### src/rtl/dispatch_pkg.sv
// Definitions shared by the dispatch staller and the branch resolver.
package dispatch_pkg;

    localparam int unsigned DefaultTagW = 5;

    typedef enum logic [1:0] {
        StIdle,
        StWaitBr,
        StWaitJalr,
        StRedirect
    } br_state_e;

endpackage

### src/rtl/sat_counter.sv
// Saturating up-counter. A clear restarts the count; if enable is also high,
// the restarting cycle is counted as the first one.
module sat_counter #(
    parameter int unsigned CNT_W = 16
) (
    input  logic             clk,
    input  logic             rst_n,
    input  logic             clr,
    input  logic             en,
    output logic [CNT_W-1:0] count
);

    logic [CNT_W-1:0] count_q, count_d, base;

    always_comb begin
        base    = clr ? '0 : count_q;
        count_d = base;
        if (en && (base != {CNT_W{1'b1}})) begin
            count_d = base + {{(CNT_W-1){1'b0}}, 1'b1};
        end
    end

    always_ff @(posedge clk or negedge rst_n) begin
        if (!rst_n) begin
            count_q <= '0;
        end else begin
            count_q <= count_d;
        end
    end

    assign count = count_q;

endmodule

### src/rtl/branch_resolver.sv
// Tracks one outstanding branch/JALR, waits for its CDB result and issues a
// fetch redirect with IFQ flush when control flow changes.
module branch_resolver
    import dispatch_pkg::*;
#(
    parameter int unsigned TAG_W = DefaultTagW,
    parameter int unsigned CNT_W = 16
) (
    input  logic             clk,
    input  logic             rst_n,
    input  logic             disp_valid,
    input  logic             disp_branch,
    input  logic             disp_jalr,
    input  logic [TAG_W-1:0] disp_tag,
    input  logic             br_cdb_valid,
    input  logic [TAG_W-1:0] br_cdb_tag,
    input  logic             br_cdb_taken,
    input  logic [31:0]      br_cdb_target,
    input  logic             redirect_ready,
    output logic             redirect_valid,
    output logic [31:0]      redirect_pc,
    output logic             ifq_flush,
    output logic             branch_solved,
    output logic             jalr_solved,
    output logic [CNT_W-1:0] stall_cycles
);

    br_state_e        state_q, state_d;
    logic [TAG_W-1:0] tag_q, tag_d;
    logic             is_jalr_q, is_jalr_d;
    logic             redirect_valid_q, redirect_valid_d;
    logic [31:0]      redirect_pc_q, redirect_pc_d;
    logic             ifq_flush_q, ifq_flush_d;
    logic             branch_solved_q, branch_solved_d;
    logic             jalr_solved_q, jalr_solved_d;
    logic             cdb_match, cnt_clr, cnt_en;

    assign cdb_match = br_cdb_valid && (br_cdb_tag == tag_q);

    always_comb begin
        state_d          = state_q;
        tag_d            = tag_q;
        is_jalr_d        = is_jalr_q;
        redirect_valid_d = redirect_valid_q;
        redirect_pc_d    = redirect_pc_q;
        ifq_flush_d      = 1'b0;
        branch_solved_d  = 1'b0;
        jalr_solved_d    = 1'b0;
        cnt_clr          = 1'b0;

        unique case (state_q)
            StIdle: begin
                if (disp_valid && disp_branch) begin
                    state_d   = StWaitBr;
                    tag_d     = disp_tag;
                    is_jalr_d = 1'b0;
                    cnt_clr   = 1'b1;
                end else if (disp_valid && disp_jalr) begin
                    state_d   = StWaitJalr;
                    tag_d     = disp_tag;
                    is_jalr_d = 1'b1;
                    cnt_clr   = 1'b1;
                end
            end
            StWaitBr: begin
                if (cdb_match && !br_cdb_taken) begin
                    state_d         = StIdle;
                    branch_solved_d = 1'b1;
                end else if (cdb_match) begin
                    state_d          = StRedirect;
                    redirect_valid_d = 1'b1;
                    redirect_pc_d    = br_cdb_target;
                    ifq_flush_d      = 1'b1;
                end
            end
            StWaitJalr: begin
                if (cdb_match) begin
                    state_d          = StRedirect;
                    redirect_valid_d = 1'b1;
                    redirect_pc_d    = br_cdb_target;
                    ifq_flush_d      = 1'b1;
                end
            end
            StRedirect: begin
                if (redirect_ready) begin
                    state_d          = StIdle;
                    redirect_valid_d = 1'b0;
                    branch_solved_d  = !is_jalr_q;
                    jalr_solved_d    = is_jalr_q;
                end
            end
            default: state_d = StIdle;
        endcase

        // The dispatch cycle itself counts as the first stalled cycle.
        cnt_en = cnt_clr || (state_q != StIdle);
    end

    always_ff @(posedge clk or negedge rst_n) begin
        if (!rst_n) begin
            state_q          <= StIdle;
            tag_q            <= '0;
            is_jalr_q        <= 1'b0;
            redirect_valid_q <= 1'b0;
            redirect_pc_q    <= '0;
            ifq_flush_q      <= 1'b0;
            branch_solved_q  <= 1'b0;
            jalr_solved_q    <= 1'b0;
        end else begin
            state_q          <= state_d;
            tag_q            <= tag_d;
            is_jalr_q        <= is_jalr_d;
            redirect_valid_q <= redirect_valid_d;
            redirect_pc_q    <= redirect_pc_d;
            ifq_flush_q      <= ifq_flush_d;
            branch_solved_q  <= branch_solved_d;
            jalr_solved_q    <= jalr_solved_d;
        end
    end

    sat_counter #(
        .CNT_W(CNT_W)
    ) u_stall_cnt (
        .clk  (clk),
        .rst_n(rst_n),
        .clr  (cnt_clr),
        .en   (cnt_en),
        .count(stall_cycles)
    );

    assign redirect_valid = redirect_valid_q;
    assign redirect_pc    = redirect_pc_q;
    assign ifq_flush      = ifq_flush_q;
    assign branch_solved  = branch_solved_q;
    assign jalr_solved    = jalr_solved_q;

endmodule

### config.mk
export PLATFORM = sky130hd
export DESIGN_NAME = branch_resolver
export DESIGN_NICKNAME = d
export VERILOG_FILES = /design/src/rtl/dispatch_pkg.sv /design/src/rtl/sat_counter.sv /design/src/rtl/branch_resolver.sv
export SDC_FILE = /design/constraint.sdc
export NUM_CORES = 1
export LEC_CHECK = 0
export CAP_MARGIN = 20
export CORE_ASPECT_RATIO = 0.75
export CORE_MARGIN = 2
export CORE_UTILIZATION = 35
export DETAILED_ROUTE_END_ITERATION = 16
export SLEW_MARGIN = 20
export SYNTH_ARGS = -nofsm -noshare
export SYNTH_HDL_FRONTEND = slang
export SYNTH_SLANG_ARGS = --single-unit
### constraint.sdc
create_clock -name clk -period 4.3 [get_ports clk]
set_input_delay 0.86 -clock clk [delete_from_list [all_inputs] [get_ports clk]]
set_output_delay 0.86 -clock clk [all_outputs]
set_load 0.01 [all_outputs]
==> results of run 1 <==
stage by stage:
step / power [W] / utilization
floorplan: 0.00141 / -
global placement: 0.00191 / 0.505
detailed placement: 0.00193 / 0.505
CTS: 0.00251 / 0.533
global route: 0.00263 / 0.533
finish: 0.00248 / 0.533
final timing paths:
check / to / slack [ns] / from
max in group asynchronous: tag_q[0]$_DFFE_PN0P_ / 3.12 / rst_n
min in group asynchronous: u_stall_cnt.count[9]$_DFF_PN0_ / 0.52 / rst_n
worst max register to register: u_stall_cnt.count[1]$_DFF_PN0_ / 1.36 / state_q[0]$_DFFE_PN0P_
worst min register to register: redirect_pc[29]$_DFFE_PN0P_ / 0.49 / redirect_pc[29]$_DFFE_PN0P_
worst max-delay path: u_stall_cnt.count[1]$_DFF_PN0_ / 1.02 / disp_branch
worst min-delay path: redirect_pc[29]$_DFFE_PN0P_ / 0.49 / redirect_pc[29]$_DFFE_PN0P_
area by class of cell:
type | count | area share
inverters | 5 | 0.00439
well taps | 105 | 0.0307
multi-input cells | 176 | 0.319
flip-flops and latches | 60 | 0.351
clock inverters | 6 | 0.0205
repair buffers | 105 | 0.243
clock buffers | 10 | 0.0322
per-layer routing:
layer,global-route usage,wire [um],share of wire,vias to the layer above
li1,-,-,-,1115
met1,0.250,3520,0.47,1146
met2,0.242,3400,0.46,70
met3,0.0468,427,0.057,10
met4,0.0587,119,0.016,0
met5,0,0,0,-
cells by family after synthesis:
group,share of synthesized area
flops,0.508
compound gates,0.0932
xor+xnor,0.0297
buf+inv,0.0301
simple gates,0.153
fa+ha+maj,0.0254
mux,0.160
cells in the mapped netlist, drive strengths merged, types with 2 or more instances:
master / count / area (um^2)
ha: 6 / 75.1
inv: 5 / 18.8
o21ai: 4 / 20.0
nand3: 9 / 50.1
a21oi: 6 / 33.8
and3: 4 / 25.0
a41o: 2 / 20.0
xnor2: 8 / 70.1
nor4: 2 / 27.5
a211oi: 5 / 47.5
or3: 3 / 18.8
nand2b: 7 / 43.8
o31a: 2 / 17.5
nand2: 37 / 139
o211ai: 4 / 35.0
and2: 2 / 12.5
mux2i: 10 / 100
nor2: 6 / 22.5
buf: 8 / 70.1
xor2: 2 / 17.5
and4: 3 / 26.3
dfrtp: 60 / 1500
mux2: 33 / 372
nand4: 3 / 25.0
a31oi: 3 / 18.8
registers in the layout, indices dropped and copies added, names as in the netlist:
signal,cells
u_stall_cnt.count,16
redirect_pc,32
is_jalr_q,1
branch_solved,1
jalr_solved,1
state_q,2
redirect_valid,1
ifq_flush,1
tag_q,5
power groups by stage:
stage,logic (W),clock network [W],registers [W]
2_1_floorplan,0.000447,0,0.000963
3_3_place_gp,0.00101,0,0.000898
3_5_place_dp,0.00103,0,0.000901
4_1_cts,0.00103,0.000591,0.000894
5_1_grt,0.00110,0.000612,0.000920
6_report,0.00101,0.000572,0.000892
worst max-delay path, stage by stage:
cell and delay [ns]:
clkdlybuf4s50_1 0.53, o211ai_2 0.40, and2_1 0.22, ha_1 0.24, nand2_1 0.15, nor4_4 0.62
a21oi_2 0.14, mux2_1 0.33
==> reports/results.tsv, run 1 <==
metric	value	unit
die_h	83.5	um
rsz0062_at_grt	false	
core	8020	um^2
die_w	110	um
multiInputGateArea	1360	um^2
port_buffers	101	
peakVddDrop	0.300	mV
track_usage	0.171	
skew	0.00668	ns
drv_cap	0	
clockPowerShare	0.231	
postLayoutCellArea	4280	um^2
avgViaCountPerCell	5.01	
ys_warn_count	0	
pwr-share-seq	0.360	
max_slew_margin	0.574	
syn_to_final_growth	44.9	%
antenna_cells	0	
r2r_cells	9	
outcome	complete, no violations	
layout.cells.non_filler	467	
drtIter0Drc	91	
post-route-min-period	3.28	ns
ctsResizeCount	0	
layout_common_cells	clkdlybuf4s50_1, dfrtp_1, nand2_1, mux2_2	
whs	0.486	ns
rows	28	
clock-root-buffer	clkbuf_8	
htree_levels	3	
fillers	717	
avgRoutedWirePerCell	16.0	um
p_sw_frac	0.325	
gp_congestion	0.827	
cts_tree	built	
worst_slack	1.02	ns
cts_buffer_depth	2	
drc	0	
post_cts_buffers	0	
finalHoldViolCount	0	
numCtsBuffers	9	
tightest_slew	0.635	ns
min_period_over_period	0.763	
synth-seq-area-share	0.508	
p_int	0.00167	W
tns	0	ns
pwr-share-comb	0.409	
synth_nets	305	
dp.cells	451	
ys_async_sr_fraction	1.00	
setup-violations-final	0	
grt_pass1_wl	12200	um
cp-end-kind	flip-flop	
die_area	9190	um^2
syn_inst	249	
ys.flop_type	dfrtp_1	
final_common_cell	clkdlybuf4s50_1	
leakage	1.87	nW
ys_seq_elements	60	
grt_pass1_vias	2278	
grt_overflow	0	
cp.arrival	3.50	ns
drt_wl_total	7470	um
io-pin-count	102	
synthesis.area	2950	um^2
clk_pin_slew	0.07	ns
place_ws	0.668	ns
power_density	579	nW/um^2
drv_slew	0	
worstSetupStartpointType	input pin	
worstPathRequired	4.52	ns
worstSetupPathType	in -> reg	
firstDrtPassIters	4	
path_max_fanout	9	
grt_max_degree	45	
hold_buffers	0	
clk_latency	0.34	ns
vias	2341	
synth_edf_count	0	
hold_path_class	reg -> reg	
ant_nets	0	
place_area	4050	um^2
whs_path_depth	1	
syn_avg_cell_area	11.9	um^2
cts_sinks	60	
register_area	1500	um^2
dp_hpwl	5560	um
grt_antenna_before_repair	0	
drive_gt1_frac	0.157	
initial_utilization	0.368	
max_freq	305	MHz
layout.nets	413	
ys_types	49	
p_sw	0.000806	W
(Power assumes the default switching activity.)
==> run 2: changes to the inputs <==
Settings changed: PLACE_DENSITY set to 0.67.
Clock period 4.3 ns to 2.7 ns, I/O delays scaled along.
==> run 2 against run 1 <==
Against the previous run: die area is the same; sequential power increased by 60%; largest power group unchanged; power is 61% higher; global-route usage is 0.58 points higher; non-clock buffer count increased by 12; sequential share of layout area fell by 0.73 points; combinational power increased by 66%; worst hold slack lost 0.31 ns; core utilization rose by 1.1 points; routed wire length about the same; cell count is 2.6% higher; clock-buffer cell count rose by 1.
==> reports/results.tsv, run 2 (synthesized netlist as in run 1, its figures left out) <==
metric	value	unit
peakVddDrop	0.407	mV
io-pin-count	102	
tightest_slew	0.517	ns
cts_buffer_depth	2	
port_buffers	101	
place_ws	-0.0256	ns
drtIter0Drc	92	
worstSetupPathType	in -> reg	
die_h	83.5	um
leakage	1.92	nW
vias	2401	
outcome	complete, no violations	
rows	28	
drive_gt1_frac	0.182	
clk_latency	0.33	ns
setup-violations-final	0	
layout.nets	425	
drt_wl_total	7460	um
grt_antenna_before_repair	0	
die_area	9190	um^2
die_w	110	um
hold_buffers	0	
grt_overflow	0	
antenna_cells	0	
fillers	738	
initial_utilization	0.368	
ctsResizeCount	0	
post_cts_buffers	0	
dp_hpwl	5650	um
cts_sinks	60	
drv_slew	0	
max_slew_margin	0.656	
ant_nets	0	
worstSetupStartpointType	input pin	
core	8020	um^2
grt_max_degree	33	
register_area	1500	um^2
firstDrtPassIters	4	
track_usage	0.177	
layout_common_cells	clkdlybuf4s50_1, dfrtp_1, nand2_1, mux2_2, buf_4	
grt_pass1_vias	2501	
power_density	911	nW/um^2
min_period_over_period	0.883	
final_common_cell	clkdlybuf4s50_1	
cp-end-kind	flip-flop	
drc	0	
cts_tree	built	
htree_levels	3	
hold_path_class	in -> async	
cp.arrival	2.60	ns
clk_pin_slew	0.07	ns
finalHoldViolCount	0	
syn_to_final_growth	48.0	%
avgViaCountPerCell	5.01	
grt_pass1_wl	12600	um
gp_congestion	0.818	
numCtsBuffers	9	
skew	0.00783	ns
rsz0062_at_grt	false	
multiInputGateArea	1360	um^2
worstPathRequired	2.91	ns
avgRoutedWirePerCell	15.6	um
post-route-min-period	2.38	ns
clock-root-buffer	clkbuf_8	
drv_cap	0	
finalPower	0.00398	W
path_max_fanout	5	
worst_slack	0.315	ns
largest_reg_flops	32	
max_freq	419	MHz
==> run 2: critical path: stages <==
cell and delay (ns):
clkdlybuf4s50_1 0.43, o211ai_2 0.24, and2_1 0.20, ha_1 0.17, nand2_1 0.14, nor4_4 0.36, buf_4 0.21, a31oi_1 0.08
a41o_1 0.23
==> run 2: through the flow <==
step	area [um^2]	hold slack (ns)	std cells	utilization	setup TNS, ns
finish	4370	0.178	479	0.545	0
global route	4370	0.190	479	0.545	0
CTS	4370	0.176	479	0.545	0
detailed placement	4150	0.465	463	0.518	-0.0366
global placement	4150	0.461	463	0.518	0
floorplan	2950	0.244	249	-	0
==> run 2: area by class of cell <==
cell class	instances	area share
Inverter	5	0.00430
Timing Repair Buffer	117	0.261
Multi-Input combinational cell	176	0.312
Sequential cell	60	0.344
Clock inverter	5	0.0172
Tap cell	105	0.0301
Clock buffer	11	0.0324
==> run 2: worst paths after layout <==
path | start | end | slack [ns] | cells past startpoint
hold reg to reg | is_jalr_q$_DFFE_PN0P_ | branch_solved$_DFF_PN0_ | 0.47 | 1
min in group clk | is_jalr_q$_DFFE_PN0P_ | branch_solved$_DFF_PN0_ | 0.47 | 1
hold / removal | rst_n | tag_q[1]$_DFFE_PN0P_ | 0.18 | 1
max in group asynchronous | rst_n | redirect_pc[30]$_DFFE_PN0P_ | 1.83 | 2
setup reg to reg | state_q[0]$_DFFE_PN0P_ | u_stall_cnt.count[12]$_DFF_PN0_ | 0.32 | 10
setup / recovery | disp_branch | u_stall_cnt.count[12]$_DFF_PN0_ | 0.32 | 9
==> run 2: layer usage <==
metal | global-route usage | vias up | part of all wire
met2 | 0.265 | 79 | 0.45
met4 | 0.0621 | 0 | 0.013
li1 | - | 1145 | -
met5 | 0 | - | 0
met3 | 0.0515 | 10 | 0.062
met1 | 0.242 | 1167 | 0.47
==> run 2: power breakdown <==
group | total, W | switching (W) | internal, W
logic | 0.00168 | 0.000727 | 0.000949
registers | 0.00143 | 0.000207 | 0.00122
clock network | 0.000878 | 0.000338 | 0.000540
